### config.mk
export PLATFORM = sky130hd
export DESIGN_NAME = pc_sequencer_flat
export DESIGN_NICKNAME = d
export VERILOG_FILES = /design/src/rtl/pc_seq_pkg.sv /design/src/rtl/pc_sequencer_if.sv /design/src/rtl/pc_sequencer_return_stack.sv /design/src/rtl/pc_sequencer.sv /design/src/flat_wrapper.sv
export SDC_FILE = /design/constraint.sdc
export NUM_CORES = 1
export LEC_CHECK = 0
export ABC_AREA = 1
export CORE_MARGIN = 8
export CORE_UTILIZATION = 40
export CTS_CLUSTER_DIAMETER = 60
export DETAILED_ROUTE_END_ITERATION = 12
export PLACE_DENSITY_LB_ADDON = 0.08
export SLEW_MARGIN = 15
export SYNTH_ARGS = -nofsm -noshare
export SYNTH_HDL_FRONTEND = slang
export SYNTH_HIERARCHICAL = 1
export SYNTH_SLANG_ARGS = --single-unit
### constraint.sdc
create_clock -name clk -period 3.2 [get_ports clk]
set_input_delay 0.96 -clock clk [delete_from_list [all_inputs] [get_ports clk]]
set_output_delay 0.96 -clock clk [all_outputs]
set_load 0.01 [all_outputs]
### src/rtl/pc_seq_pkg.sv
// Shared definitions for the program-counter sequencer and the decode
// controller that drives it.
package pc_seq_pkg;

  // Next-PC select encoding driven by the decode controller.
  typedef enum logic [1:0] {
    PC_SEQ    = 2'b00,
    PC_BRANCH = 2'b01,
    PC_JUMP   = 2'b10,
    PC_RET    = 2'b11
  } pc_sel_e;

  // Instruction field positions.
  localparam int BOFF_MSB  = 7;
  localparam int JADDR_MSB = 11;
  localparam int INSTR_W   = 19;

endpackage

### src/rtl/pc_sequencer_if.sv
// Control/status bundle between the decode controller (master) and the
// program-counter sequencer (slave).
interface pc_sequencer_if
  import pc_seq_pkg::*;
#(
  parameter int AW    = 12,
  parameter int DEPTH = 8
);
  logic                     hold;
  logic [INSTR_W-1:0]       instruction;
  logic [1:0]               pc_mux;
  logic                     push;
  logic                     pop;
  logic [AW-1:0]            pc;
  logic [$clog2(DEPTH):0]   sp;
  logic                     stack_full;
  logic                     stack_empty;
  logic                     overflow;
  logic                     underflow;

  modport master (
    output hold, instruction, pc_mux, push, pop,
    input  pc, sp, stack_full, stack_empty, overflow, underflow
  );

  modport slave (
    input  hold, instruction, pc_mux, push, pop,
    output pc, sp, stack_full, stack_empty, overflow, underflow
  );
endinterface

### src/rtl/pc_sequencer_return_stack.sv
// DEPTH x AW return-address LIFO. Contents are never cleared; only the
// stack pointer is reset. Error strobes are combinational and are
// accumulated into sticky flags by the parent.
module return_stack #(
  parameter int AW    = 12,
  parameter int DEPTH = 8
) (
  input  logic                     clk,
  input  logic                     reset,
  input  logic                     en_i,
  input  logic                     push_i,
  input  logic                     pop_i,
  input  logic [AW-1:0]            wdata_i,
  output logic [AW-1:0]            top_o,
  output logic [$clog2(DEPTH):0]   sp_o,
  output logic                     full_o,
  output logic                     empty_o,
  output logic                     ovf_o,
  output logic                     unf_o
);
  localparam int PW = $clog2(DEPTH);
  localparam int SW = PW + 1;
  localparam logic [SW-1:0] SP_ONE  = SW'(1);
  localparam logic [SW-1:0] SP_FULL = SW'(DEPTH);
  localparam logic [PW-1:0] IDX_ONE = PW'(1);

  logic [AW-1:0] mem_q [DEPTH];
  logic [SW-1:0] sp_q, sp_d;
  logic [PW-1:0] wr_idx, top_idx;
  logic          full, empty, do_push, do_pop;

  assign full    = (sp_q == SP_FULL);
  assign empty   = (sp_q == '0);
  // Pop wins over a simultaneous push; the dropped push is flagged.
  assign do_pop  = pop_i & ~empty;
  assign do_push = push_i & ~pop_i & ~full;
  assign ovf_o   = push_i & (pop_i | full);
  assign unf_o   = pop_i & empty;

  // At sp == DEPTH the low bits wrap to 0, so sp-1 still lands on DEPTH-1.
  assign wr_idx  = sp_q[PW-1:0];
  assign top_idx = sp_q[PW-1:0] - IDX_ONE;
  assign top_o   = mem_q[top_idx];
  assign sp_o    = sp_q;
  assign full_o  = full;
  assign empty_o = empty;

  // Stack pointer next-state.
  always_comb begin
    sp_d = sp_q;
    if (do_pop)       sp_d = sp_q - SP_ONE;
    else if (do_push) sp_d = sp_q + SP_ONE;
  end

  // Stack pointer register.
  always_ff @(posedge clk or posedge reset) begin
    if (reset)     sp_q <= '0;
    else if (en_i) sp_q <= sp_d;
  end

  // Entry storage, written only on an accepted push.
  always_ff @(posedge clk) begin
    if (en_i && do_push) mem_q[wr_idx] <= wdata_i;
  end
endmodule

### src/rtl/pc_sequencer.sv
// Program counter, next-PC mux and return-address stack for the 19-bit
// single-cycle core. The decode controller has already resolved branch
// conditions; this block only follows pc_mux.
module pc_sequencer
  import pc_seq_pkg::*;
#(
  parameter int            AW       = 12,
  parameter int            DEPTH    = 8,
  parameter logic [AW-1:0] RESET_PC = '0
) (
  input  logic           clk,
  input  logic           reset,
  pc_sequencer_if.slave  bus
);
  localparam int SW = $clog2(DEPTH) + 1;
  localparam logic [AW-1:0] PC_ONE = AW'(1);

  logic [AW-1:0]           pc_q, pc_d;
  logic [AW-1:0]           seq, boff, jaddr, top;
  logic [AW+JADDR_MSB:0]   jaddr_wide;
  logic [SW-1:0]           sp;
  logic                    full, empty, stk_ovf, stk_unf, en, ret_empty;
  logic                    overflow_q, overflow_d, underflow_q, underflow_d;
  logic                    unused_bits;

  assign en   = ~bus.hold;
  assign seq  = pc_q + PC_ONE;
  assign boff = {{(AW-BOFF_MSB-1){bus.instruction[BOFF_MSB]}},
                 bus.instruction[BOFF_MSB:0]};
  // Padding then slicing gives zero-extension or truncation for any AW.
  assign jaddr_wide  = {{AW{1'b0}}, bus.instruction[JADDR_MSB:0]};
  assign jaddr       = jaddr_wide[AW-1:0];
  assign unused_bits = ^{jaddr_wide[AW+JADDR_MSB:AW],
                         bus.instruction[INSTR_W-1:JADDR_MSB+1]};

  return_stack #(.AW(AW), .DEPTH(DEPTH)) u_stack (
    .clk     (clk),
    .reset   (reset),
    .en_i    (en),
    .push_i  (bus.push),
    .pop_i   (bus.pop),
    .wdata_i (seq),
    .top_o   (top),
    .sp_o    (sp),
    .full_o  (full),
    .empty_o (empty),
    .ovf_o   (stk_ovf),
    .unf_o   (stk_unf)
  );

  // Next-PC select and sticky error accumulation.
  always_comb begin
    pc_d      = seq;
    ret_empty = 1'b0;
    case (bus.pc_mux)
      PC_SEQ:    pc_d = seq;
      PC_BRANCH: pc_d = seq + boff;
      PC_JUMP:   pc_d = jaddr;
      PC_RET: begin
        if (empty) ret_empty = 1'b1;
        else       pc_d      = top;
      end
      default:   pc_d = seq;
    endcase
    overflow_d  = overflow_q | stk_ovf;
    underflow_d = underflow_q | stk_unf | ret_empty;
  end

  // PC and sticky flag registers; hold freezes everything.
  always_ff @(posedge clk or posedge reset) begin
    if (reset) begin
      pc_q        <= RESET_PC;
      overflow_q  <= 1'b0;
      underflow_q <= 1'b0;
    end else if (en) begin
      pc_q        <= pc_d;
      overflow_q  <= overflow_d;
      underflow_q <= underflow_d;
    end
  end

  assign bus.pc          = pc_q;
  assign bus.sp          = sp;
  assign bus.stack_full  = full;
  assign bus.stack_empty = empty;
  assign bus.overflow    = overflow_q;
  assign bus.underflow   = underflow_q;
endmodule

### src/flat_wrapper.sv
// flat-port wrapper written by rule: the top's interface ports become plain ports
module pc_sequencer_flat import pc_seq_pkg::*;
#(
  parameter int            AW       = 12,
  parameter int            DEPTH    = 8,
  parameter logic [AW-1:0] RESET_PC = '0
)
  (clk, reset, bus_hold, bus_instruction, bus_pc_mux, bus_push, bus_pop, bus_pc, bus_sp, bus_stack_full, bus_stack_empty, bus_overflow, bus_underflow);
  pc_sequencer_if #(.AW(AW), .DEPTH(DEPTH)) bus_i ();
  input  logic clk;
  input  logic reset;
  input wire logic [$bits(bus_i.hold)-1:0] bus_hold;
  input wire logic [$bits(bus_i.instruction)-1:0] bus_instruction;
  input wire logic [$bits(bus_i.pc_mux)-1:0] bus_pc_mux;
  input wire logic [$bits(bus_i.push)-1:0] bus_push;
  input wire logic [$bits(bus_i.pop)-1:0] bus_pop;
  output wire logic [$bits(bus_i.pc)-1:0] bus_pc;
  output wire logic [$bits(bus_i.sp)-1:0] bus_sp;
  output wire logic [$bits(bus_i.stack_full)-1:0] bus_stack_full;
  output wire logic [$bits(bus_i.stack_empty)-1:0] bus_stack_empty;
  output wire logic [$bits(bus_i.overflow)-1:0] bus_overflow;
  output wire logic [$bits(bus_i.underflow)-1:0] bus_underflow;
  assign bus_i.hold = bus_hold;
  assign bus_i.instruction = bus_instruction;
  assign bus_i.pc_mux = bus_pc_mux;
  assign bus_i.push = bus_push;
  assign bus_i.pop = bus_pop;
  assign bus_pc = bus_i.pc;
  assign bus_sp = bus_i.sp;
  assign bus_stack_full = bus_i.stack_full;
  assign bus_stack_empty = bus_i.stack_empty;
  assign bus_overflow = bus_i.overflow;
  assign bus_underflow = bus_i.underflow;
  pc_sequencer #(.AW(AW), .DEPTH(DEPTH), .RESET_PC(RESET_PC)) u_core (.clk(clk), .reset(reset), .bus(bus_i));
endmodule
==> flow_summary.ini <==
[outcome]
status = completed

[worst_setup_path]
critPathMaxStageDelay_ps = 540
slowest_stage = clkdlybuf4s50_1
path_class = reg -> out
cp_cell_sequence = inv_2 > ha_2 > nand2_1 > inv_1 > clkdlybuf4s50_1
arrival_ps = 2050
critPathMaxFanout = 6
r2r_start = u_core/bus.pc[1]$_DFFE_PP0N_
crit_path_start_kind = register
critical_path.endpoint_type = output port
crit_start = u_core/u_stack/sp_o[1]$_DFFE_PP0P_
cp.required_ps = 2240

[routing]
route.met2.wl_um = 7640
routed.top_layer = met4
vias = 4470
wire_per_inst_um = 17.7
drt-met1-wl_um = 7030
met3_length_um = 538
finalWirelength_um = 15400
drt-pass1-iter-count = 4
routed_via_density = 5.13
drc_errors = 0
ant_nets = 0
drt_iter0_drc = 259

[job]
max_cap_violations = 0

[floorplan]
dieWidth_um = 139
core_area_um2 = 15000
die_area_um2 = 19200
io_pins = 46
start_util = 0.402
die_y_um = 139
fp-row-count = 45

[synthesis]
netlist.area_leader.share = 0.479
synth_edf_count = 96
ys_top_cells_by_area = edfxtp_1, dfrtp_1, nor2_1
synth_cell_types = 47
yosys_most_used_dff = edfxtp_1
synthCells = 616
yosys.cell_count.top_type = nor2_1
ys_ff_latch = 114
synth_commonest_cells = nor2_1, edfxtp_1, nand2_1
synthArstFlopShare = 0.158
syn_area_um2 = 6020
syn-num-nets = 661
avgSynthCellArea_um2 = 9.77
synth_warnings = 6
seq_area_frac_synth = 0.554
synth_top_area_cell = edfxtp_1

[global_route]
grt_pass1_vias = 4534
grt_pass1_wl_um = 24600
grt_use_total = 0.165
overflow = 0
antenna_found_initial = 0
grt_max_degree = 55

[timing]
fmax_ghz = 0.333
finalHoldViolations = 0
maxSlewHeadroom = 0.441
period_share = 0.939
worst-slew-pin-transition_ps = 836
fin_ws_ps = 195
min_period_ps = 3010
final_max_slew_viol_count = 0
rsz0062_at_grt = no
setup_viol = 0
clock_skew_ps = 8.33
setup_tns_ps = 0

[power]
power_density_nw_per_um2 = 1080
p_leak_nw = 2.85
ir_drop_mv = 0.532
p_total_mw = 7.86

[min_path]
hold_start = u_core/bus.underflow$_DFFE_PP0N_
min_path_type = reg -> reg

[placed_design]
gp_congestion = 0.938
dp_slack_ps = 162
io_buffers = 38
placed_cells = 840
dp.final_hpwl_um = 10300

[cts]
clk_pin_slew_ps = 50
clockBufferDepth = 2
cts-resized-gates = 0
cts-root-buf = clkbuf_16
htreeDepth = 4
postCtsSetupBuffers = 0
cts_tree = done
cts_hold_repair.buffers = 0
clock-sinks = 114
worstSkewPairLatency_ps = 410
cts_buffers = 17

[finish]
nets = 716
fin_util = 0.486
instances_no_fill = 872
area_delta_synth_final_pct = 20.9
drive_gt1_frac = 0.137
n_antenna_cell = 0
[sequential cells by signal, summed over array words and instances, names as in the netlist]
name and cells:
u_core/u_stack/mem_q 96, u_core/bus.pc 12, u_core/u_stack/sp_o 4, u_core/bus.overflow 1, u_core/bus.underflow 1
[through the flow]
step	hold WS (ps)	area, um2
2_1_floorplan	493	6020
3_3_place_gp	439	6650
3_5_place_dp	452	6650
4_1_cts	465	7260
5_1_grt	503	7280
6_report	457	7280
[cell type report]
class / count / area (um2)
inverter: 51 / 191
tap: 188 / 235
clock buffer: 18 / 429
clock inverter: 14 / 188
timing repair buffer: 60 / 546
multi-input combinational: 427 / 2360
sequential: 114 / 3330
fill: 1419 / 7700
[worst paths after layout]
path	slack [ps]	to	depth (start not counted)
worst max-delay path	190	bus_stack_empty	5
worst min-delay path	460	u_core/bus.underflow$_DFFE_PP0N_	1
worst max register to register	310	u_core/bus.pc[3]$_DFFE_PP0N_	10
worst min register to register	460	u_core/bus.underflow$_DFFE_PP0N_	1
max in group asynchronous	1820	u_core/bus.pc[7]$_DFFE_PP0N_	2
min in group asynchronous	760	u_core/u_stack/sp_o[3]$_DFFE_PP0P_	2
[per-layer routing]
layer	track usage	vias up
li1	-	2225
met1	0.203	2153
met2	0.281	73
met3	0.0330	19
met4	0.0641	0
met5	0	-
[worst max-delay path, delay by kind of cell (launching register included)]
kind | cells | cell delay (ps)
buf+inv | 3 | 780
flops | 1 | 450
fa+ha+maj | 1 | 240
simple gates | 1 | 160
[where the power goes]
group	leakage (nW)	total (mW)	switching, mW	internal, mW
sequential	1.07	2.17	0.168	2.00
combinational	1.49	3.72	2.42	1.30
clock	0.295	1.97	0.670	1.30
total	2.85	7.86	3.26	4.61
[logic make-up after synthesis]
family | synth area share
AND/OR/NAND/NOR | 0.204
adder cells (fa/ha/maj) | 0.0407
flip-flops | 0.554
buffers and inverters | 0.0605
AO/OA/AOI/OAI | 0.126
XOR/XNOR | 0.0156
[layout by cell type (no fill, tap or decap), types with 3 or more instances in the layout]
cell,n
clkinv_1,3
clkbuf_16,17
o21ai_1,14
a21oi_1,22
xor2_1,5
clkdlybuf4s50_1,38
nand2_2,8
o22ai_1,3
o21a_1,12
ha_1,17
inv_2,4
nand3_1,27
edfxtp_1,96
bufinv_16,4
nor3_2,3
inv_1,46
clkinv_4,3
nand3_2,6
dfrtp_1,18
nand2_1,86
nor2_1,112
a21o_1,3
a41oi_1,4
a22oi_1,8
or2_2,5
o21bai_1,3
nand4_1,5
xor2_2,3
buf_4,22
o21ai_0,58
No activity file was read; power rests on OpenSTA's default activity.
